`src/rtl/seq_pkg.sv`:
```
// Shared types, widths and output decode for the micro-op sequencer.
// Contents: instr_type_t / seq_state_t enums, the latched-instruction and
// strobe-bundle structs, ALU select constants, and seq_decode(), which maps
// a sequencer step plus the latched instruction to its datapath strobes.
package seq_pkg;

    localparam int unsigned XLEN      = 32;
    localparam int unsigned RIDX_W    = 5;
    localparam int unsigned ALU_SEL_W = 5;
    localparam int unsigned RETIRE_W  = 32;

    localparam logic [ALU_SEL_W-1:0] ALU_SEL_AND = ALU_SEL_W'(2);
    localparam logic [ALU_SEL_W-1:0] ALU_SEL_ADD = ALU_SEL_W'(12);

    typedef enum logic [1:0] {
        ITYPE_NONE = 2'd0,
        ITYPE_I    = 2'd1,
        ITYPE_R    = 2'd2,
        ITYPE_U    = 2'd3
    } instr_type_t;

    typedef enum logic [2:0] {
        IDLE = 3'd0,
        A    = 3'd1,
        B    = 3'd2,
        WB   = 3'd3,
        ERR  = 3'd4
    } seq_state_t;

    // Instruction fields captured at the accept handshake
    typedef struct packed {
        instr_type_t           itype;
        logic [RIDX_W-1:0]     rs1;
        logic [RIDX_W-1:0]     rs2;
        logic [RIDX_W-1:0]     rd;
        logic [XLEN-1:0]       imm;
        logic [ALU_SEL_W-1:0]  alu_sel;
    } instr_t;

    // One cycle's worth of datapath controls
    typedef struct packed {
        logic [ALU_SEL_W-1:0]  alu_sel;
        logic                  store_1;
        logic                  store_2;
        logic                  broadcast;
        logic [RIDX_W-1:0]     reg_idx;
        logic                  reg_rd;
        logic                  reg_wr;
        logic [XLEN-1:0]       imm;
        logic                  imm_en;
        logic                  done;
        logic                  illegal;
    } seq_out_t;

    // Strobes for a given step; exactly one bus driver is enabled per step
    function automatic seq_out_t seq_decode(input seq_state_t st, input instr_t ins);
        seq_out_t             o;
        logic [ALU_SEL_W-1:0] eff_sel;
        o = '0;
        // U-type feeds imm into both operands, so AND reproduces imm
        eff_sel = (ins.itype == ITYPE_U) ? ALU_SEL_AND : ins.alu_sel;
        case (st)
            A: begin
                o.alu_sel = eff_sel;
                o.store_1 = 1'b1;
                if (ins.itype == ITYPE_U) begin
                    o.imm_en = 1'b1;
                    o.imm    = ins.imm;
                end else begin
                    o.reg_idx = ins.rs1;
                    o.reg_rd  = 1'b1;
                end
            end
            B: begin
                o.alu_sel = eff_sel;
                o.store_2 = 1'b1;
                if (ins.itype == ITYPE_R) begin
                    o.reg_idx = ins.rs2;
                    o.reg_rd  = 1'b1;
                end else begin
                    o.imm_en = 1'b1;
                    o.imm    = ins.imm;
                end
            end
            WB: begin
                o.alu_sel   = eff_sel;
                o.broadcast = 1'b1;
                o.done      = 1'b1;
                o.reg_idx   = ins.rd;
                o.reg_wr    = (ins.rd != '0);
            end
            ERR: begin
                o.illegal = 1'b1;
            end
            default: ;
        endcase
        return o;
    endfunction

endpackage

```
`src/rtl/instr_sequencer.sv`:
```
// Multi-cycle micro-op sequencer for the shared operand bus.
// Accepts one decoded instruction per valid/ready handshake and steps it
// through READ_A -> READ_B -> WRITEBACK, driving register-file, immediate
// and ALU strobes. Type-0 instructions take a single ERR step (illegal pulse).
// Ports:
//   clk, reset (async, active-high)
//   instr_valid/instr_ready handshake, instr_type, rs1, rs2, rd, imm_in, alu_sel_in
//   stall: hold the current A/B/WB step with all strobes dropped
//   alu_function_sel, alu_store_1/2, alu_broadcast, register_index,
//   register_read_enable, register_write_enable, imm, imm_EN: datapath controls
//   busy, done, illegal: status
// Optional: define SEQ_RETIRE_COUNT_EN to add retired_count (completed writebacks).
module instr_sequencer
    import seq_pkg::*;
(
    input  logic                  clk,
    input  logic                  reset,
    input  logic                  instr_valid,
    output logic                  instr_ready,
    input  logic [1:0]            instr_type,
    input  logic [RIDX_W-1:0]     rs1,
    input  logic [RIDX_W-1:0]     rs2,
    input  logic [RIDX_W-1:0]     rd,
    input  logic [XLEN-1:0]       imm_in,
    input  logic [ALU_SEL_W-1:0]  alu_sel_in,
    input  logic                  stall,
    output logic [ALU_SEL_W-1:0]  alu_function_sel,
    output logic                  alu_store_1,
    output logic                  alu_store_2,
    output logic                  alu_broadcast,
    output logic [RIDX_W-1:0]     register_index,
    output logic                  register_read_enable,
    output logic                  register_write_enable,
    output logic [XLEN-1:0]       imm,
    output logic                  imm_EN,
    output logic                  busy,
    output logic                  done,
`ifdef SEQ_RETIRE_COUNT_EN
    output logic [RETIRE_W-1:0]   retired_count,
`endif
    output logic                  illegal
);

    seq_state_t state_q, state_d;
    instr_t     instr_q, instr_d;
    seq_out_t   out_q;
    logic       accept;
    logic       hold;

    assign instr_ready = (state_q == IDLE) && !stall;
    assign accept      = instr_valid && instr_ready;
    assign busy        = (state_q != IDLE);
    // ERR is deliberately excluded: the illegal pulse ignores stall
    assign hold        = stall && ((state_q == A) || (state_q == B) || (state_q == WB));

    // Next state and instruction latch
    always_comb begin
        state_d = state_q;
        instr_d = instr_q;
        case (state_q)
            IDLE: begin
                if (accept) begin
                    instr_d = '{itype:   instr_type_t'(instr_type),
                                rs1:     rs1,
                                rs2:     rs2,
                                rd:      rd,
                                imm:     imm_in,
                                alu_sel: alu_sel_in};
                    state_d = (instr_type_t'(instr_type) == ITYPE_NONE) ? ERR : A;
                end
            end
            A:       if (!stall) state_d = B;
            B:       if (!stall) state_d = WB;
            WB:      if (!stall) state_d = IDLE;
            ERR:     state_d = IDLE;
            default: state_d = IDLE;
        endcase
    end

    // State, latched fields, and strobes pre-decoded for the step being entered
    always_ff @(posedge clk or posedge reset) begin
        if (reset) begin
            state_q <= IDLE;
            instr_q <= '0;
            out_q   <= '0;
        end else begin
            state_q <= state_d;
            instr_q <= instr_d;
            out_q   <= seq_decode(state_d, instr_d);
        end
    end

    // A stalled step shows no strobes but keeps its ALU function visible
    assign alu_function_sel      = out_q.alu_sel;
    assign alu_store_1           = out_q.store_1   && !hold;
    assign alu_store_2           = out_q.store_2   && !hold;
    assign alu_broadcast         = out_q.broadcast && !hold;
    assign register_index        = hold ? '0 : out_q.reg_idx;
    assign register_read_enable  = out_q.reg_rd    && !hold;
    assign register_write_enable = out_q.reg_wr    && !hold;
    assign imm                   = hold ? '0 : out_q.imm;
    assign imm_EN                = out_q.imm_en    && !hold;
    assign done                  = out_q.done      && !hold;
    assign illegal               = out_q.illegal;

`ifdef SEQ_RETIRE_COUNT_EN
    logic [RETIRE_W-1:0] retire_q;

    // Counts writebacks that actually execute; wraps naturally
    always_ff @(posedge clk or posedge reset) begin
        if (reset) begin
            retire_q <= '0;
        end else if ((state_q == WB) && !stall) begin
            retire_q <= retire_q + RETIRE_W'(1);
        end
    end

    assign retired_count = retire_q;
`endif

endmodule

```
`config.mk`:
```
export PLATFORM = sky130hd
export DESIGN_NAME = instr_sequencer
export DESIGN_NICKNAME = d
export VERILOG_FILES = /design/src/rtl/seq_pkg.sv /design/src/rtl/instr_sequencer.sv
export SDC_FILE = /design/constraint.sdc
export NUM_CORES = 1
export LEC_CHECK = 0
export ABC_AREA = 1
export BUFFER_PORTS_ARGS = -buffer_cell sky130_fd_sc_hd__buf_2
export CORE_MARGIN = 5
export CORE_UTILIZATION = 58
export CTS_CLUSTER_DIAMETER = 150
export DETAILED_ROUTE_END_ITERATION = 10
export GPL_ROUTABILITY_DRIVEN = 0
export HOLD_SLACK_MARGIN = 0.06
export PLACE_DENSITY = 0.94
export REMOVE_ABC_BUFFERS = 1
export SYNTH_ARGS = -nofsm -noshare
export SYNTH_HDL_FRONTEND = slang
export SYNTH_SLANG_ARGS = --single-unit
```
`constraint.sdc`:
```
create_clock -name clk -period 10.2 [get_ports clk]
set_clock_uncertainty 0.1 [all_clocks]
set_input_delay 1.53 -clock clk [delete_from_list [all_inputs] [get_ports clk]]
set_output_delay 1.53 -clock clk [all_outputs]
set_load 0.01 [all_outputs]
```
==> flow_summary.toml <==
[pwr]
power.density_cell_area_nw_per_um2 = 258.5
maximum_ir_drop_on_the_vdd_rail_uv = 124.0
leakagePower_nw = 3.012

[yosys]
syn_inst = 565
synth_top_area_frac = 0.5688
synth_top_cells_by_count = "nand2_1 (178), dfrtp_1 (106), nand3_1 (83)"
yosysWarnings = 0
yosysMostFrequentCell = "nand2_1"
register_bit_count_reported_by_yosys = 106
largest_area_contributor_in_the_synthesized_netlist = "dfrtp_1"
synth_async_sr_flop_share = 1.000
post_synth_instance_area_um2 = 4663
postSynth.topFlopCell = "dfrtp_1"
synth_seq_area_share = 0.5688
avgSynthCellArea_um2 = 8.253
synthTopCellsByArea = "dfrtp_1 (57%), nand2_1 (14%), nand3_1 (8.9%)"
synth.lib_cells_used.distinct = 23
synth_edf_count = 0

[timing]
final_setup_violation_count = 0
grt_setup_unrepaired = "no"
final-max-slew-violation-count = 0
worstMarginPinSlew_ns = 1.096
final-hold-violation-count = 0
fmaxAchievable_mhz = 235.0
slew_headroom = 0.2666
finalWorstSetupSlack_ns = 5.945
finalSetupTns_ns = 0
layout_min_cycle_time_ns = 4.255
finalCritPeriodShare = 0.4172

[global_route]
wire_length_of_the_first_global_routing_pass_mm = 16.94
grt_start_max_net_pins = 65
grt_antenna_before_repair = 0
grt_use_total = 0.2098
global_route.overflow_total = 0
grt_pass1_vias = 3744

[min_path]
hold_path.class = "reg -> reg"

[placed_design]
pre_cts_slack_ns = 5.805
io_buffer_count = 109
hpwl_mm = 6.671

[run]
timing.max_cap.violations = 0

[worst_setup_path]
worstSetupStartpointType = "input pin"
crit_arrival_ns = 2.63
worstSetupEndpointType = "output port"
critical_path_peak_fanout = 43
worst_path_required_time_ns = 8.57
worstSetupPathType = "in -> out"

[clock_tree]
clock_insertion_delay_worst_skew_ns = 0.35
cts.root.buffer_cell = "clkbuf_8"
cts_num_sinks = 106
clk_pin_slew_ns = 0.09
numCtsBuffers = 9
cts_max_level = 3
ctsHoldBuffers = 0
cts-root-to-sink-buffers = 2
number_of_resized_instances_in_the_post_cts_repair_step = 0
tritoncts = "built"
cts_setup_buffers = 0

[status]
run_status = "completed"

[route]
drtPass1Iterations = 4
starting_drt_drc_count = 252
via_count = 3820
avgViaCountPerCell = 5.033
drt_wl_total_mm = 10.18
antenna_left = 0
drt_drc_violations_left = 0
post_drt_wl_per_cell_um = 13.41

[die]
placementRows = 32
initial_utilization = 0.6004
design.portCount = 110
die_h_um = 99.67
placeableCoreArea_um2 = 7767
design.die.area_um2 = 9933
fp.dieW_um = 99.67

[finish]
post_route_cells_drive_above_1_share = 0.2237
multiInputGateArea_um2 = 1541
nNetsFinal = 710
area.growth.synth_to_final_pct = 14.25
n_fill_cell = 657
num_antenna_cells = 0
sequential_standard_cell_area_um2 = 2653
-- worst max-delay path: stages --
cell	delay [ns]
buf_2	0.11
inv_1	0.11
nor3_2	0.19
buf_4	0.42
nor2_1	0.10
buf_2	0.16
-- layout make-up --
type,count,area share
Multi-Input combinational cell,353,0.2893
Sequential cell,106,0.4979
Clock inverter,6,0.007985
Timing Repair Buffer,112,0.1066
Clock buffer,10,0.02395
Tap cell,102,0.02395
Inverter,70,0.05026
-- logic make-up after synthesis --
kind of cell | synth area share
and+or+nand+nor | 0.3045
buffers and inverters | 0.1054
DFF | 0.5688
AOI/OAI and AO/OA | 0.02120
-- worst paths after layout --
path,cells after the start,start,end,slack (ns)
min in group asynchronous,2,reset,instr_q[8],1.11
hold / removal,2,instr_q[44],instr_q[44],0.39
setup / recovery,6,stall,imm[12],5.94
hold reg to reg,2,instr_q[44],instr_q[44],0.39
setup reg to reg,8,state_q[0],out_q[3],7.05
max in group asynchronous,3,reset,state_q[0],7.71
-- stage by stage --
stage               power (mW)  utilization  hold slack [ns]  instance area, um2  instances
floorplan               0.9855            -           0.3452                4437        529
global placement         1.130       0.6640           0.3587                5157        743
detailed placement       1.163       0.6640           0.3634                5157        743
CTS                      1.387       0.6859           0.3884                5328        759
global route             1.486       0.6859           0.4150                5328        759
finish                   1.377       0.6859           0.3881                5328        759
-- registers in the layout, indices dropped and copies added, names as in the netlist --
signal            cells
illegal               1
out_q                43
instr_q              54
state_q               3
alu_function_sel      5
-- per-layer routing --
layer / up-vias / GRT usage / wire length, um
met5: - / 0 / 0
met4: 0 / 0.07038 / 68
met3: 8 / 0.03226 / 628
met2: 125 / 0.3761 / 5223
met1: 1797 / 0.2577 / 4257
li1: 1890 / - / -
-- where the power goes --
| part | internal, mW | leakage [nW] | switching [mW] | total [mW] |
|---|---|---|---|---|
| Clock | 0.0894 | 0.0827 | 0.134 | 0.224 |
| Sequential | 0.579 | 1.36 | 0.0495 | 0.629 |
| Combinational | 0.166 | 1.57 | 0.358 | 0.525 |
| Total | 0.835 | 3.01 | 0.542 | 1.38 |
-- cell usage in the layout, fill, tap and decap left out, drive strengths merged --
cell type  netlist  routed
nand2          182     182
buf             32     112
dfrtp          106     106
nand3           84      84
inv             70      71
nor2            56      56
o21ai           17      17
clkbuf           4      10
or2              5       5
nand4            4       4
nor3             3       3
clkinv           0       3
a21oi            2       2
clkinvlp         0       2
Power figures use the tool's default switching activity.
